File: config.mk
export PLATFORM = sky130hd
export DESIGN_NAME = nibble_serial_alu_ctrl_flat
export DESIGN_NICKNAME = d
export VERILOG_FILES = /design/src/rtl/nibble_serial_alu_ctrl_if.sv /design/src/rtl/nibble_serial_alu_ctrl.sv /design/src/flat_wrapper.sv
export SDC_FILE = /design/constraint.sdc
export NUM_CORES = 1
export LEC_CHECK = 0
export CORE_ASPECT_RATIO = 2
export CORE_MARGIN = 2
export CORE_UTILIZATION = 35
export CTS_CLUSTER_SIZE = 10
export DETAILED_ROUTE_END_ITERATION = 10
export PLACE_DENSITY = 0.71
export SETUP_SLACK_MARGIN = 0.4
export SYNTH_ARGS = -nofsm -noshare
export SYNTH_HDL_FRONTEND = slang
export SYNTH_SLANG_ARGS = --single-unit
File: constraint.sdc
create_clock -name clk -period 3.9 [get_ports clk]
set_input_delay 0.585 -clock clk [delete_from_list [all_inputs] [get_ports clk]]
set_output_delay 0.585 -clock clk [all_outputs]
set_load 0.02 [all_outputs]
File: src/rtl/nibble_serial_alu_ctrl_if.sv
// -----------------------------------------------------------------------------
// nibble_serial_alu_ctrl_if
// Request/response bundle between the datapath and nibble_serial_alu_ctrl.
//
// Handshake (valid/ready semantics):
//   start is a request that the controller samples only while idle. There is
//   no separate ready signal. A request is accepted on the rising edge where
//   start=1 and the controller is idle. a/b/ALUop are captured on that same
//   edge. busy is high while the operation runs. done is a one-cycle pulse,
//   and result/c_out are valid in that cycle. start seen while busy or in the
//   done cycle is dropped, not queued.
//
// Signals (master = datapath, slave = controller):
//   start       m->s  1      operation request
//   a, b        m->s  WIDTH  operands (b un-inverted)
//   ALUop       m->s  3      operation code (bit 2 = subtract)
//   busy        s->m  1      operation in progress
//   done        s->m  1      completion pulse
//   result      s->m  WIDTH  assembled result, held until the next start
//   c_out       s->m  1      carry out of the MSB nibble
//   zero        s->m  1      result == 0        (NIBBLE_ALU_FLAGS_EN only)
//   overflow    s->m  1      signed overflow    (NIBBLE_ALU_FLAGS_EN only)
//
// Optional feature macro: NIBBLE_ALU_FLAGS_EN
// -----------------------------------------------------------------------------
interface nibble_serial_alu_ctrl_if #(
  parameter int NIBBLES = 4
);
  localparam int WIDTH = 4 * NIBBLES;

  logic             start;
  logic [WIDTH-1:0] a;
  logic [WIDTH-1:0] b;
  logic [2:0]       ALUop;
  logic             busy;
  logic             done;
  logic [WIDTH-1:0] result;
  logic             c_out;
`ifdef NIBBLE_ALU_FLAGS_EN
  logic             zero;
  logic             overflow;

  modport master (
    output start, a, b, ALUop,
    input  busy, done, result, c_out, zero, overflow
  );

  modport slave (
    input  start, a, b, ALUop,
    output busy, done, result, c_out, zero, overflow
  );
`else
  modport master (
    output start, a, b, ALUop,
    input  busy, done, result, c_out
  );

  modport slave (
    input  start, a, b, ALUop,
    output busy, done, result, c_out
  );
`endif
endinterface

File: src/rtl/nibble_serial_alu_ctrl.sv
// -----------------------------------------------------------------------------
// nibble_serial_alu_ctrl
// Runs one WIDTH-bit ALU operation through a shared external 4-bit
// carry-lookahead slice. It processes one nibble per cycle, LSB nibble first.
// The inter-nibble carry ripples through r_carry using the group terms of the
// slice: carry_next = g | (p & carry).
//
// Ports:
//   clk, reset     rising-edge clock, synchronous active-high reset
//   bus            nibble_serial_alu_ctrl_if.slave (start/a/b/ALUop in,
//                  busy/done/result/c_out [+ zero/overflow] out)
//   slice_a/_b     current operand nibbles to the slice (b raw, the slice
//                  inverts for subtract)
//   slice_c_in     carry into the slice
//   slice_ALUop    captured operation code to the slice
//   slice_result   slice result nibble (combinational from slice_* outputs)
//   slice_p/_g     slice group propagate / generate
//   o_dbg_state    FSM state, 0=IDLE 1=RUN 2=DONE
//
// Optional feature macro: NIBBLE_ALU_FLAGS_EN adds the registered zero and
// overflow flags on the bus. These are updated with the final nibble.
//
// Timing: start accepted at edge T. busy is high for the NIBBLES cycles after
// T. done is high in cycle T+NIBBLES+1. Throughput is one op per NIBBLES+2
// cycles.
// -----------------------------------------------------------------------------
module nibble_serial_alu_ctrl #(
  parameter int NIBBLES = 4
) (
  input  logic                    clk,
  input  logic                    reset,
  nibble_serial_alu_ctrl_if.slave bus,
  output logic [3:0]              slice_a,
  output logic [3:0]              slice_b,
  output logic                    slice_c_in,
  output logic [2:0]              slice_ALUop,
  input  logic [3:0]              slice_result,
  input  logic                    slice_p,
  input  logic                    slice_g,
  output logic [1:0]              o_dbg_state
);

  localparam int WIDTH = 4 * NIBBLES;
  localparam int CW    = (NIBBLES > 1) ? $clog2(NIBBLES) : 1;
  localparam logic [CW-1:0] LAST = CW'(NIBBLES - 1);

  typedef enum logic [1:0] {
    S_IDLE = 2'd0,
    S_RUN  = 2'd1,
    S_DONE = 2'd2
  } state_t;

  state_t           r_state;
  logic [CW-1:0]    r_cnt;
  logic [WIDTH-1:0] r_a;
  logic [WIDTH-1:0] r_b;
  logic [WIDTH-1:0] r_result;
  logic [2:0]       r_op;
  logic             r_carry;
  logic             r_busy;
  logic             r_done;
  logic             r_c_out;

  logic             w_carry_next;
  logic [3:0]       w_nib_a;
  logic [3:0]       w_nib_b;

  assign w_carry_next = slice_g | (slice_p & r_carry);
  assign w_nib_a      = r_a[{r_cnt, 2'b00} +: 4];
  assign w_nib_b      = r_b[{r_cnt, 2'b00} +: 4];

  // r_busy is exactly "state == RUN". Gating with it holds the slice inputs
  // at 0 outside RUN, so the shared slice does not toggle while idle.
  assign slice_a     = r_busy ? w_nib_a : 4'd0;
  assign slice_b     = r_busy ? w_nib_b : 4'd0;
  assign slice_c_in  = r_busy ? r_carry : 1'b0;
  assign slice_ALUop = r_busy ? r_op    : 3'd0;

  assign bus.busy    = r_busy;
  assign bus.done    = r_done;
  assign bus.result  = r_result;
  assign bus.c_out   = r_c_out;
  assign o_dbg_state = r_state;

`ifdef NIBBLE_ALU_FLAGS_EN
  logic r_zero;
  logic r_overflow;
  logic w_is_arith;

  assign w_is_arith   = (r_op == 3'b010) || (r_op == 3'b110);
  assign bus.zero     = r_zero;
  assign bus.overflow = r_overflow;
`endif

  always_ff @(posedge clk) begin
    if (reset) begin
      r_state    <= S_IDLE;
      r_cnt      <= '0;
      r_a        <= '0;
      r_b        <= '0;
      r_result   <= '0;
      r_op       <= '0;
      r_carry    <= 1'b0;
      r_busy     <= 1'b0;
      r_done     <= 1'b0;
      r_c_out    <= 1'b0;
`ifdef NIBBLE_ALU_FLAGS_EN
      r_zero     <= 1'b0;
      r_overflow <= 1'b0;
`endif
    end else begin
      case (r_state)
        S_IDLE: begin
          r_done <= 1'b0;
          if (bus.start) begin
            r_a      <= bus.a;
            r_b      <= bus.b;
            r_op     <= bus.ALUop;
            r_cnt    <= '0;
            // The subtract "+1" enters as the carry into nibble 0.
            r_carry  <= bus.ALUop[2];
            r_result <= '0;
            r_busy   <= 1'b1;
            r_state  <= S_RUN;
          end
        end

        S_RUN: begin
          r_result[{r_cnt, 2'b00} +: 4] <= slice_result;
          r_carry                       <= w_carry_next;
          if (r_cnt == LAST) begin
            r_c_out <= w_carry_next;
`ifdef NIBBLE_ALU_FLAGS_EN
            // The upper nibble of r_result is still 0 from the start-time
            // clear. So "whole result is zero" reduces to this check.
            r_zero     <= (r_result == '0) && (slice_result == 4'd0);
            r_overflow <= w_is_arith
                          && (r_a[WIDTH-1] == (r_b[WIDTH-1] ^ r_op[2]))
                          && (slice_result[3] != r_a[WIDTH-1]);
`endif
            r_busy  <= 1'b0;
            r_done  <= 1'b1;
            r_state <= S_DONE;
          end else begin
            r_cnt <= r_cnt + 1'b1;
          end
        end

        S_DONE: begin
          // start is ignored here, so back-to-back ops take NIBBLES+2 cycles.
          r_done  <= 1'b0;
          r_state <= S_IDLE;
        end

        default: begin
          r_state <= S_IDLE;
        end
      endcase
    end
  end

endmodule
File: src/flat_wrapper.sv
// flat-port wrapper written by rule: the top's interface ports become plain ports
module nibble_serial_alu_ctrl_flat 
#(
  parameter int NIBBLES = 4
)
  (clk, reset, slice_a, slice_b, slice_c_in, slice_ALUop, slice_result, slice_p, slice_g, o_dbg_state, bus_start, bus_a, bus_b, bus_ALUop, bus_busy, bus_done, bus_result, bus_c_out);
  nibble_serial_alu_ctrl_if #(.NIBBLES(NIBBLES)) bus_i ();
  input  logic clk;
  input  logic reset;
  output logic [3:0] slice_a;
  output logic [3:0] slice_b;
  output logic slice_c_in;
  output logic [2:0] slice_ALUop;
  input  logic [3:0] slice_result;
  input  logic slice_p;
  input  logic slice_g;
  output logic [1:0] o_dbg_state;
  input wire logic [$bits(bus_i.start)-1:0] bus_start;
  input wire logic [$bits(bus_i.a)-1:0] bus_a;
  input wire logic [$bits(bus_i.b)-1:0] bus_b;
  input wire logic [$bits(bus_i.ALUop)-1:0] bus_ALUop;
  output wire logic [$bits(bus_i.busy)-1:0] bus_busy;
  output wire logic [$bits(bus_i.done)-1:0] bus_done;
  output wire logic [$bits(bus_i.result)-1:0] bus_result;
  output wire logic [$bits(bus_i.c_out)-1:0] bus_c_out;
  assign bus_i.start = bus_start;
  assign bus_i.a = bus_a;
  assign bus_i.b = bus_b;
  assign bus_i.ALUop = bus_ALUop;
  assign bus_busy = bus_i.busy;
  assign bus_done = bus_i.done;
  assign bus_result = bus_i.result;
  assign bus_c_out = bus_i.c_out;
  nibble_serial_alu_ctrl #(.NIBBLES(NIBBLES)) u_core (.clk(clk), .reset(reset), .bus(bus_i), .slice_a(slice_a), .slice_b(slice_b), .slice_c_in(slice_c_in), .slice_ALUop(slice_ALUop), .slice_result(slice_result), .slice_p(slice_p), .slice_g(slice_g), .o_dbg_state(o_dbg_state));
endmodule
### Word level (Yosys, flattened, before mapping)

Cells that the tools add are included.

| word-level totals | value |
|---|---|
| word-level logic and storage cells | 55 |
| output and inout bits | 33 |
| bits in registers | 59 |

| operators by class | value |
|---|---|
| mux-type cells | 20 |
| shift-type cells | 4 |
| equality and inequality tests | 6 |
| add/sub/neg operators | 2 |
| reductions and logical operators | 11 |
| bitwise gates (word level) | 2 |

Operators by type and width:

| cell | count |
|---|---|
| $pmux 16 s2 | 1 |
| $shiftx 16x5->4 | 2 |
| $bwmux 16 | 1 |
| $mux 16 | 1 |
| $shift 4x6->16 const A | 1 |
| $shiftx 4x6->16 | 1 |
| $reduce_and 2->1 | 5 |
| $mux 2 | 4 |
| $mux 4 | 2 |
| $pmux 2 s2 | 2 |
| $neg 4->6 | 1 |
| $pmux 1 s2 | 3 |
| $reduce_and 3->1 | 2 |
| $mux 1 | 5 |
| $eq 2x2->1 const B | 2 |
| $ne 2x2->1 const B | 2 |
| $reduce_bool 2->1 | 2 |
| $mux 3 | 1 |
| $add 2x1->2 const B | 1 |
| $eq 2x1->1 const B | 1 |
| $logic_not 2->1 | 1 |
| $ne 2x1->1 const B | 1 |
| $reduce_or 2->1 | 1 |
| $and 1x1->1 | 1 |
| $or 1x1->1 | 1 |

### Longest topological paths before layout

| logic depth | value |
|---|---|
| depth after elaboration | 4 |
| mapped depth | 6 |
| mapped depth without buffers | 5 |

### Worst setup path after synthesis

Ideal clock, no wire load.

| timing | value |
|---|---|
| kind | reg-to-output |
| start | reg u_core.r_cnt[0] |
| end | out slice_b[1] |
| path buffers | 1 |
| data arrival time | 1.376 ns |
| cell stages (with the launch flop) | 4 |
| path slack | 1.939 ns |
| cell sequence | dfxtp_1 buf_6 mux4_2 and2_1 |

| between the ends | value |
|---|---|
| word-level cells in the longest chain between the ends | 2 |

Ends and longest elaborated chain:

| element | RTL line | text |
|---|---|---|
| start: declaration | nibble_serial_alu_ctrl.sv:54 | `logic [CW-1:0] r_cnt;` |
| start signal: assignment | nibble_serial_alu_ctrl.sv:145 | `r_cnt <= r_cnt + 1'b1;` |
| $shiftx 16x5->4 | nibble_serial_alu_ctrl.sv:70 | `assign w_nib_b = r_b[{r_cnt, 2'b00} +: 4];` |
| $mux 4 | nibble_serial_alu_ctrl.sv:75 | `assign slice_b = r_busy ? w_nib_b : 4'd0;` |
| end: declaration | flat_wrapper.sv:11 | `output logic [3:0] slice_b;` |

Every way passes these cells.

### Worst setup path after layout

| timing | value |
|---|---|
| start | reg u_core.r_cnt[0] |
| end | out slice_b[0] |

Same word-level chain as after synthesis.

==> out/metrics.yaml <==
timing:
  hold_viol_final: 0
  fin_worst_skew_ns: 0.00357
  fin_hold_ws_ns: 0.452
  rsz0062_at_grt: "no"
  fmax_mhz: 323
  maxSlewViolCount: 0
  tns_ns: 0
  worst-slew-pin-transition_ns: 0.858
  min_period_over_period_pct: 79.4
  fin_crit_ns: 3.09
  setup_viol: 0
  max_slew_margin_pct: 42.7
critical_path:
  timing.rr.start: "u_core.r_cnt[0]$_SDFFE_PP0P_"
  critPathTopFamily: "flip-flops"
  rrSetupSlack_ns: 1.61
  arrival_ns: 2.51
  start_kind: "flip-flop"
  crit_path_top_delay_cell: "dfxtp_1"
  critPathRequiredTime_ns: 3.31
  crit_buf_inv: 1
  crit_fanout: 16
  critPathLaunch: "u_core.r_cnt[0]$_SDFFE_PP0P_"
  crit_type: "reg2out"
  end_kind: "output port"
  max_stage_delay_ns: 0.88
  r2r_end: "u_core.bus.result[13]$_SDFFE_PP0P_"
  crit_path_end: "slice_b[0]"
  crit_chain: "mux4_2, and2_1, clkdlybuf4s50_1"
  path_depth: 3
  reg2reg_depth: 5
yosys:
  synth_top_area_share_pct: 44.8
  netlist_area_mm2: 0.00264
  synth-edff-count: 0
  synth_ff_type: "dfxtp_1"
  ys_seq_elements: 59
  ys_async_sr_fraction_pct: 0
  synthCells: 271
  synth_area_leaders: "dfxtp_1, nand2_1, mux4_2"
  avgSynthCellArea_um2: 9.72
  yosysUniqueCellTypes: 33
  synth_top_area_cell: "dfxtp_1"
  synth.yosys.warnings: 0
  seq_area_frac_synth_pct: 44.8
  syn-num-nets: 321
global_route:
  grt_pass1_vias: 2242
  grt_start_max_net_pins: 37
  grt_pass1_wl_um: 10400
  grt_use_total_pct: 16.7
  overflow: 0
  antenna_found_initial: 0
cells_and_area:
  final_common_cell: "clkdlybuf4s50_1"
  area_growth_pct: 43.0
  final_area_mm2: 0.00377
  fillers: 696
  diodes: 0
  regArea_mm2: 0.00118
  layout.cells.most_common_list: "clkdlybuf4s50_1, dfxtp_1, nand2_1"
  multi_input_comb_area_mm2: 0.00130
  drive_above_1_share_pct: 19.1
  layout.nets: 396
drt:
  viasPerCell: 4.90
  routed_wl_um: 6250
  via_count: 2170
  first_pass_iters: 4
  drt-initial-drc-count: 50
  drc: 0
  wl_per_cell_um: 14.1
  antenna_left: 0
die:
  coreArea_mm2: 0.00727
  fp.dieW_um: 65.4
  start_util_pct: 36.3
  io-pin-count: 77
  num_rows: 44
  die_area_mm2: 0.00828
  die_h_um: 127
pwr:
  seqPwrFrac_pct: 36.9
  p_sw_mw: 0.379
  p_per_area_mw_per_mm2: 475
  internal_power_mw: 1.41
  power.share.combinational_pct: 10.7
  ir_drop_uv: 249
  p_total_mw: 1.79
  p_sw_share_pct: 21.2
  p_leak_nw: 1.39
  p_clk_share_pct: 52.3
placed_design:
  gp_congestion: 0.695
  post_dp_cell_area_mm2: 0.00341
  io_buffers: 76
  hpwl_um: 4420
run_status:
  status: "complete, no violations"
clock_tree:
  cts_root_buffer: "clkbuf_16"
  cts_resized: 0
  path_clk_slew_ns: 0.05
  clockBufferDepth: 2
  postCtsHoldBufs: 0
  postCtsSetupBuffers: 0
  cts_buffers: 9
  cts_tree: "yes"
  cts_max_level: 3
  cts_num_sinks: 59
  worstSkewPairLatency_ns: 0.33
min_path:
  hp-class: "reg2reg"
  min_path_cells: 2
run:
  drv_cap: 0
[how the worst min path moves through the flow]
stage,start,endpoint,slack [ns]
finish,u_core.r_op[1]$_SDFFE_PP0P_,u_core.r_op[1]$_SDFFE_PP0P_,0.45
global route,u_core.r_op[0]$_SDFFE_PP0P_,u_core.r_op[0]$_SDFFE_PP0P_,0.47
CTS,u_core.r_op[1]$_SDFFE_PP0P_,u_core.r_op[1]$_SDFFE_PP0P_,0.45
floorplan,u_core.r_op[0]$_SDFFE_PP0P_,u_core.r_op[0]$_SDFFE_PP0P_,0.43
global placement,u_core.r_a[7]$_SDFFE_PP0P_,u_core.r_a[7]$_SDFFE_PP0P_,0.44
detailed placement,u_core.r_op[1]$_SDFFE_PP0P_,u_core.r_op[1]$_SDFFE_PP0P_,0.45
[area by class of cell]
type | instances | area share [%]
clock inverter | 4 | 2.52
sequential | 59 | 31.4
timing repair buffer | 80 | 20.9
inverter | 7 | 0.697
tap | 92 | 3.06
multi-input combinational | 189 | 34.4
clock buffer | 12 | 7.07
[tightest hold or removal path, stage by stage, from the launching register on]
cell,delay [ns]
dfxtp_1,0.30
nand2_1,0.05
a21oi_1,0.05
[per-stage QoR]
step / worst slack (ns) / utilization, % / cells
after global placement: 1.10 / 46.9 / 427
after CTS: 0.739 / 51.8 / 443
after detailed placement: 1.10 / 46.9 / 427
after global routing: 0.652 / 51.8 / 443
final: 0.805 / 51.8 / 443
after floorplan: 1.94 / - / 271
[cells in the mapped netlist, types with 2 or more instances]
cell type	count
mux2_2	4
buf_2	2
nor3_1	2
a22o_1	12
buf_6	9
a21oi_1	28
dfxtp_1	59
nand2_2	18
ha_1	6
mux4_2	8
inv_1	7
nor2_1	4
clkbuf_1	4
o2bb2ai_1	3
o21ai_0	2
nor2b_1	6
and4_1	3
a21oi_2	14
and2_1	13
nand2_1	54
[power by group through the flow]
stage | clock network (mW) | logic, mW | registers (mW)
CTS | 0.956 | 0.196 | 0.662
global placement | 0 | 0.192 | 0.673
finish | 0.936 | 0.192 | 0.661
detailed placement | 0 | 0.195 | 0.674
global route | 0.990 | 0.213 | 0.665
floorplan | 0 | 0.128 | 0.662
[cell families (layout without fill, tap and decap cells)]
group,count (synthesis),count (layout),share of synthesized area (%)
buffers and inverters,23,103,5.94
multiplexers,12,12,8.55
adder cells (fa/ha/maj),6,6,2.85
AND/OR/NAND/NOR,108,108,21.3
AO/OA/AOI/OAI,63,63,16.6
flip-flops,59,59,44.8
[state kept, by name, summed over array words and instances, names as in the netlist]
name,cells
u_core.bus.result,16
u_core.r_a,16
u_core.r_b,16
u_core.r_op,3
u_core.o_dbg_state,2
u_core.r_cnt,2
u_core.bus.busy,1
u_core.bus.c_out,1
u_core.bus.done,1
u_core.r_carry,1
[routing by layer]
metal | track usage (%) | vias to the layer above | wire [um]
met1 | 17.0 | 1013 | 2340
met2 | 29.5 | 62 | 3420
li1 | - | 1083 | -
met4 | 8.82 | 0 | 131
met5 | 0 | - | 0
met3 | 5.41 | 12 | 357
(Power assumes the default switching activity.)
